**config.mk**
```make
export PLATFORM = sky130hd
export DESIGN_NAME = aircon_runtime_ctrl
export DESIGN_NICKNAME = d
export VERILOG_FILES = /design/src/rtl/aircon_pkg.sv /design/src/rtl/aircon_off_timer.sv /design/src/rtl/aircon_runtime_ctrl.sv
export SDC_FILE = /design/constraint.sdc
export NUM_CORES = 1
export LEC_CHECK = 0
export ABC_AREA = 1
export CORE_MARGIN = 5
export CORE_UTILIZATION = 62
export CTS_CLUSTER_DIAMETER = 150
export DETAILED_ROUTE_END_ITERATION = 10
export DONT_BUFFER_PORTS = 1
export PLACE_DENSITY_LB_ADDON = 0.08
export REMOVE_ABC_BUFFERS = 1
export SETUP_SLACK_MARGIN = 0.02
export SLEW_MARGIN = 20
export SYNTH_ARGS = -nofsm -noshare
export SYNTH_HDL_FRONTEND = slang
export SYNTH_SLANG_ARGS = --single-unit
```
**constraint.sdc**
```tcl
create_clock -name clk -period 3.3 [get_ports clk]
set_input_delay 0.99 -clock clk [delete_from_list [all_inputs] [get_ports clk]]
set_output_delay 0.99 -clock clk [all_outputs]
set_load 0.005 [all_outputs]
```
**src/rtl/aircon_pkg.sv**
```systemverilog
// -----------------------------------------------------------------------------
// aircon_pkg
// Shared definitions for the aircon runtime controller:
//   - state_t        : controller state encoding (OFF/IDLE/COOL/HOLD)
//   - TEMP_MIN       : lowest legal setpoint, lower stored values clamp up
//   - DEF_*          : default tuning values for the controller parameters
//   - clamp_setpoint : maps a stored setpoint onto the legal range
// -----------------------------------------------------------------------------
package aircon_pkg;

    typedef enum logic [1:0] {
        ST_OFF  = 2'd0,
        ST_IDLE = 2'd1,
        ST_COOL = 2'd2,
        ST_HOLD = 2'd3
    } state_t;

    localparam logic [4:0] TEMP_MIN = 5'b10001;

    localparam int DEF_HYST          = 1;
    localparam int DEF_MIN_OFF_TICKS = 3;
    localparam int DEF_TIMER_UNIT    = 60;
    localparam int DEF_PWM_BITS      = 3;

    function automatic logic [4:0] clamp_setpoint(input logic [4:0] t);
        return (t < TEMP_MIN) ? TEMP_MIN : t;
    endfunction

endpackage

```
**src/rtl/aircon_off_timer.sv**
```systemverilog
// -----------------------------------------------------------------------------
// aircon_off_timer
// Off-timer countdown: a sub-counter divides tick pulses by TIMER_UNIT and
// timer_left counts down whole units. Expiry produces a one-cycle pulse.
// Ports:
//   i_clk, i_rst_n   : clock, synchronous active-low reset
//   i_power          : power switch level (low clears the countdown)
//   i_run_en         : controller run enable (loads and counting need it)
//   i_tick           : time-base pulse
//   i_timer_load     : load pulse for i_timer_set
//   i_timer_set      : timer value in units, 0 = no countdown
//   o_timer_left     : remaining units
//   o_auto_off       : registered one-cycle expiry pulse
//   o_expire         : combinational expiry condition (clears run_en upstream)
// -----------------------------------------------------------------------------
module aircon_off_timer
    import aircon_pkg::*;
#(
    parameter int TIMER_UNIT = DEF_TIMER_UNIT
) (
    input  logic       i_clk,
    input  logic       i_rst_n,
    input  logic       i_power,
    input  logic       i_run_en,
    input  logic       i_tick,
    input  logic       i_timer_load,
    input  logic [4:0] i_timer_set,
    output logic [4:0] o_timer_left,
    output logic       o_auto_off,
    output logic       o_expire
);

    localparam int SUB_W = (TIMER_UNIT < 2) ? 1 : $clog2(TIMER_UNIT);
    localparam logic [SUB_W-1:0] SUB_LAST = SUB_W'(TIMER_UNIT - 1);

    logic [SUB_W-1:0] r_sub;
    logic [4:0]       r_left;
    logic             r_auto_off;

    logic w_load;
    logic w_count;
    logic w_wrap;
    logic w_expire;

    assign w_load   = i_timer_load & i_run_en;
    assign w_count  = i_tick & i_run_en & (r_left != 5'd0);
    assign w_wrap   = w_count & (r_sub == SUB_LAST);
    // A load in the same cycle as the final tick wins, so no expiry then.
    assign w_expire = i_power & ~w_load & w_wrap & (r_left == 5'd1);

    always_ff @(posedge i_clk) begin
        if (!i_rst_n) begin
            r_sub      <= '0;
            r_left     <= 5'd0;
            r_auto_off <= 1'b0;
        end else begin
            r_auto_off <= w_expire;
            if (!i_power) begin
                r_sub  <= '0;
                r_left <= 5'd0;
            end else if (w_load) begin
                r_sub  <= '0;
                r_left <= i_timer_set;
            end else if (w_count) begin
                if (w_wrap) begin
                    r_sub  <= '0;
                    r_left <= r_left - 5'd1;
                end else begin
                    r_sub <= r_sub + 1'b1;
                end
            end
        end
    end

    assign o_timer_left = r_left;
    assign o_auto_off   = r_auto_off;
    assign o_expire     = w_expire;

endmodule

```
**src/rtl/aircon_runtime_ctrl.sv**
```systemverilog
// -----------------------------------------------------------------------------
// aircon_runtime_ctrl
// Drives the compressor (hysteresis + anti-short-cycle hold), fan PWM and the
// off-timer from the stored settings and the room temperature sensor.
// Ports:
//   clk, rst_n  : clock, synchronous active-low reset
//   power       : power switch level; a rising edge enables running
//   tick        : one-cycle time-base pulse
//   set_temp    : stored setpoint (clamped up to TEMP_MIN)
//   room_temp   : sensor reading
//   fan_set     : stored fan speed, low PWM_BITS bits used
//   timer_set   : stored off-timer in units, timer_load loads it
//   compressor  : compressor drive (high in COOL)
//   fan_drive   : fan PWM output
//   timer_left  : remaining timer units
//   auto_off    : one-cycle pulse on timer expiry
//   state       : 0=OFF 1=IDLE 2=COOL 3=HOLD
// -----------------------------------------------------------------------------
module aircon_runtime_ctrl
    import aircon_pkg::*;
#(
    parameter int HYST          = DEF_HYST,
    parameter int MIN_OFF_TICKS = DEF_MIN_OFF_TICKS,
    parameter int TIMER_UNIT    = DEF_TIMER_UNIT,
    parameter int PWM_BITS      = DEF_PWM_BITS
) (
    input  logic       clk,
    input  logic       rst_n,
    input  logic       power,
    input  logic       tick,
    input  logic [4:0] set_temp,
    input  logic [4:0] room_temp,
    input  logic [4:0] fan_set,
    input  logic [4:0] timer_set,
    input  logic       timer_load,
    output logic       compressor,
    output logic       fan_drive,
    output logic [4:0] timer_left,
    output logic       auto_off,
    output logic [1:0] state
);

    localparam int HOLD_W = (MIN_OFF_TICKS < 1) ? 1 : $clog2(MIN_OFF_TICKS + 1);
    localparam logic [HOLD_W-1:0] HOLD_LOAD = HOLD_W'(MIN_OFF_TICKS);

    logic                r_power_q;
    logic                r_run_en;
    state_t              r_state;
    logic [HOLD_W-1:0]   r_hold;
    logic [PWM_BITS-1:0] r_pwm;
    logic                r_comp;
    logic                r_fan;

    state_t      w_next;
    logic [5:0]  w_sp6;
    logic [5:0]  w_room6;
    logic        w_demand;
    logic        w_satisfied;
    logic        w_expire;
    logic        w_unused_fan;

    // Widen to 6 bits so sp + HYST cannot wrap.
    assign w_sp6       = {1'b0, clamp_setpoint(set_temp)};
    assign w_room6     = {1'b0, room_temp};
    assign w_demand    = (w_room6 >= (w_sp6 + 6'(HYST)));
    assign w_satisfied = (w_room6 <= w_sp6);
    assign w_unused_fan = &fan_set[4:PWM_BITS];

    aircon_off_timer #(
        .TIMER_UNIT (TIMER_UNIT)
    ) u_off_timer (
        .i_clk        (clk),
        .i_rst_n      (rst_n),
        .i_power      (power),
        .i_run_en     (r_run_en),
        .i_tick       (tick),
        .i_timer_load (timer_load),
        .i_timer_set  (timer_set),
        .o_timer_left (timer_left),
        .o_auto_off   (auto_off),
        .o_expire     (w_expire)
    );

    always_comb begin
        w_next = r_state;
        if (!r_run_en) begin
            w_next = ST_OFF;
        end else begin
            case (r_state)
                ST_OFF:  w_next = ST_HOLD;
                ST_IDLE: if (w_demand) w_next = ST_COOL;
                ST_COOL: if (w_satisfied) w_next = ST_HOLD;
                ST_HOLD: if (r_hold == '0) w_next = ST_IDLE;
                default: w_next = ST_OFF;
            endcase
        end
    end

    always_ff @(posedge clk) begin
        if (!rst_n) begin
            r_power_q <= 1'b0;
            r_run_en  <= 1'b0;
            r_state   <= ST_OFF;
            r_hold    <= '0;
            r_pwm     <= '0;
            r_comp    <= 1'b0;
            r_fan     <= 1'b0;
        end else begin
            r_power_q <= power;
            // Power low dominates; expiry needs a fresh power edge to restart.
            if (!power || w_expire) begin
                r_run_en <= 1'b0;
            end else if (!r_power_q) begin
                r_run_en <= 1'b1;
            end

            r_state <= w_next;

            // Entry into HOLD reloads the hold time; a tick that same cycle is dropped.
            if (w_next == ST_OFF) begin
                r_hold <= '0;
            end else if (w_next == ST_HOLD && r_state != ST_HOLD) begin
                r_hold <= HOLD_LOAD;
            end else if (r_state == ST_HOLD && tick && r_hold != '0) begin
                r_hold <= r_hold - 1'b1;
            end

            if (r_state == ST_OFF) begin
                r_pwm <= '0;
            end else begin
                r_pwm <= r_pwm + 1'b1;
            end

            r_comp <= (w_next == ST_COOL);
            r_fan  <= (w_next != ST_OFF) && (r_pwm < fan_set[PWM_BITS-1:0]);
        end
    end

    assign compressor = r_comp;
    assign fan_drive  = r_fan;
    assign state      = r_state;

endmodule

```
==> run metrics <==
status=finished clean; hold path start=r_power_q; Worst-path clk slew=between 100 and 150 ps; gr usage total=0.167; FF+latch count, synth=23; most common cell after layout, fill and taps aside=nand2_1; detailed placement HPWL=~2300 um; CTS tree=done; Mean Syn Cell Area=approximately 7.6 sq um; total CTS buffers=3; # setup viols final=0; Fin. Hold Viols=0; most frequent cells in the layout=nand2_1, inv_1, dfxtp_1; P_sw=between 0.0001 and 0.00015 W; cell area after synthesis=around 0.0015 sq mm; Worst Setup End Kind=register; fin crit period=around 2700 ps; maxcap violations=0; num ports=35; CTS Hold Buffers Added=0; post-cts sizing count=0; Post-DRT Antenna Nets=0; Reg-to-Reg End=u_off_timer.r_sub[4]; hold path cells=1; Max Clk Rate=approximately 370 MHz; final period utilization=0.809; CP Max Fanout=3; Place WS=287 ps; Req. time, crit path=~3600 ps; Port Buf Inserts=0; Synth area leaders=dfxtp_1, ha_1, nand2_1; reg-to-reg startpoint=u_off_timer.o_timer_left[0]; PwrDens=around 320 mW/mm^2; 1st-iter DRT viols=39; hold worst-path end=r_run_en; fill cell count=around 210; Vias=between 1000 and 1500; CTS max path bufs=2; initial antenna violation count=0; R2R cell count=9; DR vias/cell=about 5.3; sw frac=0.272; Clock Skews=8.62 ps; Die ar.=about 0.0035 sq mm; CTS sink cnt=23; Pint=about 0.00036 W; met3 WL post-DR=between 100 and 150 um; vias in the first global route=roughly 1200; wire per inst=11.9 um; Post-layout nets=247; worst vdd ir=roughly 0.00037 V; Synth area leader=dfxtp_1; CP arrival=2940 ps; worst setup margin=roughly 630 ps; core area=about 0.0024 sq mm; met2 wire length=around 1400 um; synth warn=0; pin count of the biggest net entering global routing=13; DR top layer=met3; Clk Latency, worst-skew pair=slightly above 300 ps; Core Rows=18; nature of the critical path startpoint=input pin; DRC violations left=0; area share of the largest cell type after synthesis=0.304; Final Max Slew Viols=0; met1 WL=between 1000 and 1500 um; setup bufs post-CTS=0; Pleak=0.750 nW; setup TNS=0 ps; sequential power share=0.584; Min-Delay Path Class=register to register; Die H=between 50 and 60 um; RSZ-0062 raised after global routing=no; WS Path Type=input pin to register; global-route wire length before repair=4670 um; GR Overflow Total=0; root buffer cell=clkbuf_4; share of cells above drive strength 1=0.118; Initial Utilization=0.628; clock share of power=0.254; synth-to-layout area growth=4.21%; ant diodes=0; H-tree depth=1; Die Wd=59.4 um; Comb pwr share=0.162; Seq/Total Area, Yosys=0.304; Final GP Congestion=0.814; Pre-antenna DRT Iters=4; Syn Inst Count=between 150 and 200; post-synthesis cell type count=37; flop2flop setup slack=~1700 ps; Routed WL=2780 um
==> cell usage after synthesis (all sizes together) <==
master and number:
a21oi 16, conb 1, ha 18, nand4 4, xnor2 2, nor3b 4
a31oi 1, a211oi 2, nand3 7, and3 2, a2111oi 1, or2 2
a22oi 1, inv 30, dfxtp 23, nand2 50, nor3 3, nor2 19
xor2 4, o221ai 1, o21ai 4, o211ai 1, clkinv 3
==> worst max-delay path by stage <==
stage	start	end	slack (ps)
after floorplan	set_temp[3]	compressor	540
after global placement	set_temp[3]	compressor	420
after detailed placement	set_temp[3]	compressor	290
after CTS	set_temp[3]	compressor	620
after global routing	set_temp[3]	compressor	430
final	set_temp[3]	compressor	630
==> layer usage <==
layer,up-vias,GRT usage
met5,-,0
met4,0,0.00971
met3,0,0.0414
met2,19,0.317
met1,572,0.194
li1,651,-
==> through the flow <==
stage / instance area (sq um) / cells / hold WS (ps) / total power (W) / utilization
after floorplan: 1510 / 199 / 403 / 0.000362 / -
after global placement: 1550 / 229 / 407 / 0.000373 / 0.644
after detailed placement: 1550 / 229 / 417 / 0.000378 / 0.644
after CTS: 1580 / 233 / 434 / 0.000506 / 0.655
after global routing: 1580 / 233 / 471 / 0.000532 / 0.655
final: 1580 / 233 / 431 / 0.000499 / 0.655
==> logic make-up after synthesis <==
| group | Yosys count | synth area share |
|---|---|---|
| compound gates | 27 | 0.112 |
| xor+xnor | 6 | 0.0347 |
| fa+ha+maj | 18 | 0.149 |
| buf+inv | 33 | 0.0851 |
| flops | 23 | 0.304 |
| other cells | 1 | 0.00248 |
| simple gates | 91 | 0.312 |
==> cell type report <==
| type | instances | area (sq um) | share of cell area |
|---|---|---|---|
| multi-input cells | 143 | 925 | 0.586 |
| clock buffers | 4 | 26.3 | 0.0167 |
| well taps | 30 | 37.5 | 0.0238 |
| flip-flops and latches | 23 | 460 | 0.292 |
| inverters | 33 | 129 | 0.0817 |
==> power groups by stage <==
stage | registers, W | logic [W] | clock network (W)
2_1_floorplan | 0.000296 | 0.0000668 | 0
3_3_place_gp | 0.000297 | 0.0000763 | 0
3_5_place_dp | 0.000297 | 0.0000809 | 0
4_1_cts | 0.000291 | 0.0000815 | 0.000134
5_1_grt | 0.000292 | 0.0000941 | 0.000145
6_report | 0.000291 | 0.0000809 | 0.000127
==> worst max-delay path, stage by stage <==
cell	delay, ps
nor3_1	230
nand2_1	70
nand2_1	60
inv_1	40
nand2_1	80
inv_1	50
ha_1	200
xor2_1	170
ha_1	290
nand2_1	60
inv_1	50
nand2_1	50
nand2_1	50
nand2_1	40
nand2_1	50
nand2_1	50
nand2_1	90
nor3b_2	200
nand2_1	70
inv_1	50
==> sequential cells by signal, summed over array words and instances (netlist names) <==
name,count
compressor,1
fan_drive,1
r_hold,2
r_power_q,1
r_pwm,3
r_run_en,1
state,2
u_off_timer.o_auto_off,1
u_off_timer.o_timer_left,5
u_off_timer.r_sub,6
(Power assumes the default switching activity.)
